--- config.mk ---
export PLATFORM = sky130hd
export DESIGN_NAME = instr_sequencer
export DESIGN_NICKNAME = d
export VERILOG_FILES = /design/src/rtl/instr_sequencer.sv
export SDC_FILE = /design/constraint.sdc
export NUM_CORES = 1
export LEC_CHECK = 0
export ABC_AREA = 1
export CORE_AREA = 2 2 91 67
export CTS_CLUSTER_DIAMETER = 100
export CTS_CLUSTER_SIZE = 28
export DETAILED_ROUTE_END_ITERATION = 16
export DIE_AREA = 0 0 93 69
export GPL_TIMING_DRIVEN = 0
export PLACE_DENSITY = 0.95
export SKIP_LAST_GASP = 1
export SYNTH_ARGS = -nofsm -noshare
export SYNTH_HDL_FRONTEND = slang
export SYNTH_SLANG_ARGS = --single-unit
--- constraint.sdc ---
create_clock -name clk -period 3.1 [get_ports clk]
set_input_delay 0.775 -clock clk [delete_from_list [all_inputs] [get_ports clk]]
set_output_delay 0.775 -clock clk [all_outputs]
set_load 0.05 [all_outputs]
--- src/rtl/instr_sequencer.sv ---
// Multi-cycle fetch/decode/execute/writeback controller for the 16-bit register-file datapath.
// Fetches over a req/ack handshake, drives register-file and ALU controls, tracks pc, halt/fault and retired count.
module instr_sequencer #(
   parameter int PC_W          = 8,
   parameter int START_PC      = 0,
   parameter int FETCH_TIMEOUT = 16
) (
   input  logic            clk,
   input  logic            reset,
   input  logic            start,
   output logic            imem_req,
   output logic [PC_W-1:0] imem_addr,
   input  logic            imem_ack,
   input  logic [15:0]     imem_rdata,
   output logic [2:0]      rf_raddr1,
   output logic [2:0]      rf_raddr2,
   output logic [2:0]      rf_waddr,
   output logic            rf_we,
   output logic            alu_op,
   output logic            alu_src_imm,
   output logic [15:0]     imm_out,
   output logic [PC_W-1:0] pc,
   output logic            busy,
   output logic            halted,
   output logic            fault,
   output logic [15:0]     instr_count
);

   localparam int CNT_W = (FETCH_TIMEOUT > 1) ? $clog2(FETCH_TIMEOUT) : 1;
   localparam logic [PC_W-1:0]  START_ADDR = PC_W'(START_PC);
   localparam logic [CNT_W-1:0] WAIT_LAST  = CNT_W'(FETCH_TIMEOUT - 1);

   localparam logic [2:0] OP_ADD  = 3'b000;
   localparam logic [2:0] OP_ADDI = 3'b001;
   localparam logic [2:0] OP_SUBI = 3'b010;
   localparam logic [2:0] OP_SUB  = 3'b011;
   localparam logic [2:0] OP_HALT = 3'b111;

   typedef enum logic [2:0] {
      S_IDLE,
      S_FETCH,
      S_DECODE,
      S_EXEC,
      S_WB,
      S_HALT
   } state_t;

   state_t            r_state;
   state_t            w_state_nxt;
   logic [15:0]       r_ir;
   logic [PC_W-1:0]   r_pc;
   logic [15:0]       r_count;
   logic              r_fault;
   logic [CNT_W-1:0]  r_wait;

   logic [2:0]        w_opcode;
   logic              w_halt_op;
   logic              w_writes;
   logic              w_sub;
   logic              w_use_imm;
   logic              w_timeout;
   logic signed [15:0] w_imm_sext;

   function automatic logic signed [15:0] sext7(input logic [6:0] v);
      return {{9{v[6]}}, v};
   endfunction

   function automatic logic [15:0] sat_inc16(input logic [15:0] v);
      return (v == 16'hFFFF) ? v : v + 16'd1;
   endfunction

   assign w_opcode   = r_ir[15:13];
   assign w_halt_op  = (w_opcode == OP_HALT);
   assign w_writes   = (w_opcode == OP_ADD) || (w_opcode == OP_ADDI) ||
                       (w_opcode == OP_SUBI) || (w_opcode == OP_SUB);
   assign w_sub      = (w_opcode == OP_SUBI) || (w_opcode == OP_SUB);
   assign w_use_imm  = (w_opcode == OP_ADDI) || (w_opcode == OP_SUBI);
   assign w_timeout  = (r_wait == WAIT_LAST);
   assign w_imm_sext = sext7(r_ir[6:0]);

   assign imem_addr   = r_pc;
   assign pc          = r_pc;
   assign fault       = r_fault;
   assign instr_count = r_count;

   always_ff @(posedge clk or posedge reset) begin
      if (reset) r_state <= S_IDLE;
      else       r_state <= w_state_nxt;
   end

   // Next state and Moore outputs; register/ALU fields stay valid from their first stage through WB
   always_comb begin
      w_state_nxt = r_state;
      imem_req    = 1'b0;
      rf_raddr1   = 3'd0;
      rf_raddr2   = 3'd0;
      rf_waddr    = 3'd0;
      rf_we       = 1'b0;
      alu_op      = 1'b0;
      alu_src_imm = 1'b0;
      imm_out     = 16'd0;
      busy        = 1'b0;
      halted      = 1'b0;
      case (r_state)
         S_IDLE: begin
            if (start) w_state_nxt = S_FETCH;
         end
         S_FETCH: begin
            imem_req = 1'b1;
            busy     = 1'b1;
            if (imem_ack)       w_state_nxt = S_DECODE;
            else if (w_timeout) w_state_nxt = S_HALT;
         end
         S_DECODE: begin
            busy        = 1'b1;
            rf_raddr1   = r_ir[9:7];
            rf_raddr2   = r_ir[6:4];
            rf_waddr    = r_ir[12:10];
            w_state_nxt = S_EXEC;
         end
         S_EXEC: begin
            busy        = 1'b1;
            rf_raddr1   = r_ir[9:7];
            rf_raddr2   = r_ir[6:4];
            rf_waddr    = r_ir[12:10];
            alu_op      = w_sub;
            alu_src_imm = w_use_imm;
            imm_out     = w_imm_sext;
            w_state_nxt = S_WB;
         end
         S_WB: begin
            busy        = 1'b1;
            rf_raddr1   = r_ir[9:7];
            rf_raddr2   = r_ir[6:4];
            rf_waddr    = r_ir[12:10];
            alu_op      = w_sub;
            alu_src_imm = w_use_imm;
            imm_out     = w_imm_sext;
            rf_we       = w_writes;
            w_state_nxt = w_halt_op ? S_HALT : S_FETCH;
         end
         S_HALT: begin
            halted = 1'b1;
            if (start) w_state_nxt = S_FETCH;
         end
         default: w_state_nxt = S_IDLE;
      endcase
   end

   // Architectural state: pc, instruction register, fault flag, retired count, fetch wait counter
   always_ff @(posedge clk or posedge reset) begin
      if (reset) begin
         r_pc    <= START_ADDR;
         r_ir    <= 16'd0;
         r_count <= 16'd0;
         r_fault <= 1'b0;
         r_wait  <= '0;
      end else begin
         case (r_state)
            S_IDLE, S_HALT: begin
               if (start) begin
                  r_pc    <= START_ADDR;
                  r_count <= 16'd0;
                  r_fault <= 1'b0;
                  r_wait  <= '0;
               end
            end
            S_FETCH: begin
               if (imem_ack) begin
                  r_ir   <= imem_rdata;
                  r_wait <= '0;
               end else if (w_timeout) begin
                  r_fault <= 1'b1;
                  r_wait  <= '0;
               end else begin
                  r_wait <= r_wait + CNT_W'(1);
               end
            end
            S_WB: begin
               r_count <= sat_inc16(r_count);
               if (!w_halt_op) r_pc <= r_pc + PC_W'(1);
            end
            default: ;
         endcase
      end
   end

endmodule

**Word level (Yosys, flattened, before mapping)**

Cells that the tools add are included.

- Logic and storage cells: 74
- Output and inout port bits: 64
- Bits in registers: 48

- Muxes and demuxes: 29
- Reductions and logical operators: 19
- Add/subtract/negate cells: 3
- Eq/ne operators: 17

Operators by type and width:

| kind | number |
|---|---|
| 2-to-1 mux 16 bit | 3 |
| case mux 16 bit (2 select lines) | 1 |
| 2-to-1 mux 3 bit | 7 |
| adder 16 x 1 -> 16 bit, second input constant | 1 |
| equality test 16 bit, second input constant | 1 |
| 2-to-1 mux 8 bit | 2 |
| case mux 8 bit (2 select lines) | 1 |
| case mux 3 bit (5 select lines) | 1 |
| equality test 3 x 2 -> 1 bit, second input constant | 4 |
| 2-to-1 mux 4 bit | 3 |
| equality test 3 bit, second input constant | 3 |
| 2-to-1 mux 1 bit | 9 |
| adder 8 x 1 -> 8 bit, second input constant | 1 |
| inequality test 2 bit, second input constant | 4 |
| case mux 4 bit (2 select lines) | 1 |
| equality test 3 x 1 -> 1 bit, second input constant | 2 |
| zero test 3 bit | 2 |
| AND reduction 2 bit | 3 |
| AND reduction 3 bit | 2 |
| logical OR 1 bit | 5 |
| adder 4 x 1 -> 4 bit, second input constant | 1 |
| equality test 4 bit, second input constant | 1 |
| AND reduction 4 bit | 1 |
| nonzero test 2 bit | 2 |
| 6 further kinds | 7 |

**Depth between registers and ports, before layout**

- Word-level depth: 5
- Mapped depth: 9

**Worst setup path after synthesis**

Ideal clock, no wire load.

- Kind: reg2out
- From: register r_state[0]
- To: output port alu_src_imm
- Stages on the path, launching flop included: 6
- Path buffers: 0
- Arrival time: 2299 ps
- Path slack: 26 ps
- Required time: 2325 ps
- Cell sequence: dfrtp_1 -> inv_2 -> nand2_4 -> nor2_8 -> a21oi_2 -> nor4_1

- Cells in the longest elaborated chain, start to end: 3
- Elaborated cells between the ends (all ways): 4

RTL lines:

| element | RTL line | text |
|---|---|---|
| from (decl) | 48 | `state_t r_state;` |
| from (signal assigned) | 88 | `else r_state <= w_state_nxt;` |
| equality test 3 bit / equality test 3 x 2 -> 1 bit (equally long branches) | 104 | `case (r_state)` |
| OR reduction 2 bit (no source line) * | -- |  |
| 2-to-1 mux 1 bit * | 104 |  |
| to (decl) | 20 | `output logic alu_src_imm,` |

Every way passes the cells marked *; elsewhere a longest branch is shown, timed or not.

**Worst setup path after layout**

- From: register r_state[0]
- To: output port imm_out[1]

- Cells in the longest elaborated chain, start to end: 3
- Elaborated cells between the ends (all ways): 4

RTL lines:

| element | RTL line | text |
|---|---|---|
| equality test 3 bit / equality test 3 x 2 -> 1 bit (equally long branches) | 104 |  |
| OR reduction 2 bit (no source line) * | -- |  |
| 2-to-1 mux 16 bit * | 104 |  |
| to (decl) | 21 | `output logic [15:0] imm_out,` |

Marked as above.

==> flow_metrics.tcl <==
set metrics [dict create \
    status "finished, final reports clean" \
    antenna_found_initial 0 \
    cts_setup_buffers 0 \
    seqPwrFrac_pct 27.1 \
    fin_ws_ns 0.103 \
    seq_area_sq_mm 0.00120 \
    crit_chain "inv_2 -> nand2_4 -> nor2_8 -> a21oi_2 -> nor2_1 -> clkdlybuf4s50_1" \
    core-area_sq_mm 0.00553 \
    cts_tree "done" \
    yosysUniqueCellTypes 34 \
    synth-compound-area-share_pct 12.5 \
    ant_nets 0 \
    grt_pass1_vias 2445 \
    synth_top_family_by_area "simple AND/OR/NAND/NOR gates" \
    critPathMaxStageDelay_ns 0.82 \
    min_period_ns 3.00 \
    dieWidth_um 93 \
    synth.ff_latch_count 48 \
    final_common_cell "nand2_1" \
    place_ws_ns -0.137 \
    routed_wl_um 7180 \
    initial_core_util_pct 49.9 \
    routabilityCongestion 0.891 \
    htreeDepth 2 \
    drive_gt1_share_pct 13.7 \
    synth_area_sq_mm 0.00276 \
    io_pins 84 \
    fmax_ghz 0.334 \
    fin_nets 466 \
    grt.total_usage_pct 22.5 \
    grt-ovfl-total 0 \
    ys_seq_area_share_pct 43.6 \
    ir_worst_vdd_uv 468 \
    layout_common_cells "nand2_1, clkdlybuf4s50_1, nor2_1" \
    critPathKind "reg2out" \
    grt_start_max_net_pins 34 \
    power_density_mw_per_mm2 861 \
    multiInputGateArea_sq_mm 0.00122 \
    power_switching_uw 1670 \
    yosys_warnings 0 \
    worst_pin_slew_ns 0.535 \
    arrival_ns 2.22 \
    fp.dieArea_sq_mm 0.00642 \
    drv_cap 0 \
    cts.path.max_buffers 2 \
    postLayoutCellArea_sq_mm 0.00376 \
    dieHeight_um 69 \
    leakagePower_uw 0.00182 \
    synth_fp_nets 375 \
    clock_sinks 48 \
    pwr-share-clk_pct 11.7 \
    hp-class "reg2reg" \
    root_buffer "clkbuf_8" \
    vias 2684 \
    path_clk_slew_ns 0.08 \
    placed_area_sq_mm 0.00370 \
    syn_inst 352 \
    area_growth_pct 36.4 \
    synthXorXnorAreaFrac_pct 2.54 \
    fin_skew_ns 0.00526 \
    antennaDiodeCount 0 \
    cts_hold_buf 0 \
    critPathLaunchType "flip-flop" \
    relSlewSlack_pct 64.2 \
    synth-adder-area-share_pct 1.36 \
    drc_errors 0 \
    pwr-share-comb_pct 61.2 \
    hold_viol_final 0 \
    yosys.area_share.simple_pct 26.7 \
    period_share_pct 96.7 \
    slowest_stage "clkdlybuf4s50_1" \
    path_max_fanout 9 \
    nFillCells 434 \
    muxShareOfSynthArea_pct 1.23 \
    syn_avg_cell_area_sq_um 7.83 \
    viasPerCell 5.17 \
    io_buffers 83 \
    worst_ep_required_time_ns 2.32 \
    cp-end-kind "output pin" \
    place_hpwl_um 5420 \
    p_sw_share_pct 51.5 \
    post_drt_wl_per_cell_um 13.8 \
    clock_latency_ns 0.29 \
    maxSlewViolCount 0 \
    numCtsBuffers 5 \
    cell_internal_pwr_uw 1570 \
    dr.pass1.iters 4 \
    dr.first_iter.drc_count 194 \
    grt_pass1_wl_um 11600 \
    setup_viol 0 \
    rows 23 \
]
flip-flops by register name, indices dropped and copies added, names as in the netlist:
name and count:
imem_addr 8, fault 1, instr_count 16, r_wait 4
r_state 3, r_ir 16
Yosys cell counts:
master,instances,area [sq um]
nor2_1,58,218
o21ai_1,3,15.0
xnor2_1,2,17.5
o31ai_1,1,7.51
inv_2,2,7.51
buf_2,4,20.0
nand3_2,1,10.0
inv_1,36,135
o211ai_1,2,15.0
dfrtp_1,48,1200
xor2_1,6,52.6
nand2_2,1,6.26
buf_6,4,45.0
o21bai_1,3,22.5
nand2_1,71,267
nor2_8,1,20.0
nand2_4,3,33.8
nor4_1,1,6.26
o31ai_2,1,12.5
mux2_2,3,33.8
o22ai_1,1,6.26
o21ai_0,21,105
a21oi_4,1,16.3
buf_4,17,128
nand3_1,21,105
a21oi_2,2,17.5
nor3_1,3,15.0
ha_1,3,37.5
a22oi_1,1,7.51
o21ai_2,1,8.76
nor2_4,1,11.3
a21oi_1,22,110
or2_2,1,6.26
nand4_1,6,37.5
cell type report:
type,instances,area share [%]
repair buffers,84,21.7
clock buffers,8,2.39
well taps,75,2.49
multi-input cells,241,32.5
inverters,38,3.79
flip-flops and latches,48,31.9
plain buffers,25,5.12
path summary, 6_finish.rpt:
check / from / slack [ns] / depth (start not counted) / end
hold / removal: fault$_DFFE_PP0P_ / 0.52 / 2 / fault$_DFFE_PP0P_
min in group asynchronous: reset / 0.77 / 2 / imem_addr[7]$_DFFE_PP0P_
setup / recovery: r_state[0]$_DFFE_PP0P_ / 0.10 / 6 / imm_out[1]
hold reg to reg: fault$_DFFE_PP0P_ / 0.52 / 2 / fault$_DFFE_PP0P_
setup reg to reg: instr_count[0]$_DFFE_PP0P_ / 1.27 / 7 / instr_count[9]$_DFFE_PP0P_
max in group asynchronous: reset / 1.83 / 3 / instr_count[12]$_DFFE_PP0P_
layer usage:
metal	global-route usage [%]	vias to the layer above	routed length, um
met5	0	-	0
met4	6.37	0	119
met3	4.81	19	398
met2	35.7	90	3480
met1	31.1	1275	3180
li1	-	1300	-
kinds of logic (layout without fill, tap and decap cells):
logic type | after synthesis | count (layout)
XOR/XNOR | 8 | 8
adder cells (fa/ha/maj) | 3 | 3
AND/OR/NAND/NOR | 168 | 168
buffers and inverters | 63 | 155
flip-flops | 48 | 48
multiplexers | 3 | 3
AO/OA/AOI/OAI | 59 | 59
power groups by stage:
stage          combinational [uW]  clock [uW]  sequential, uW
2_1_floorplan                1400           0             916
3_3_place_gp                 1970           0             873
3_5_place_dp                 2030           0             887
4_1_cts                      2000         383             875
5_1_grt                      2100         419             893
6_report                     1980         380             878
critical path, delay by kind of cell (launching register included):
kind / cells / cell delay, ns
buffers and inverters: 2 / 0.97
AOI/OAI and AO/OA: 1 / 0.13
DFF: 1 / 0.42
and+or+nand+nor: 3 / 0.40
metrics by stage:
| stage | power [uW] | TNS, ns | utilization (%) | instances | hold WS, ns |
|---|---|---|---|---|---|
| 3_5_place_dp | 2910 | -1.07 | 67.0 | 511 | 0.487 |
| 6_report | 3240 | 0 | 68.1 | 519 | 0.518 |
| 3_3_place_gp | 2840 | -0.190 | 66.6 | 510 | 0.485 |
| 2_1_floorplan | 2310 | 0 | - | 352 | 0.470 |
| 4_1_cts | 3260 | -0.00719 | 68.5 | 519 | 0.520 |
| 5_1_grt | 3410 | -0.00549 | 68.1 | 519 | 0.545 |
what timing repair did:
action	4_1_cts	5_1_grt
pin swaps	0	0
endpoints found under the setup margin	11	15
gates cloned	0	0
resized for setup	13	23
No activity file was read; power rests on OpenSTA's default activity.
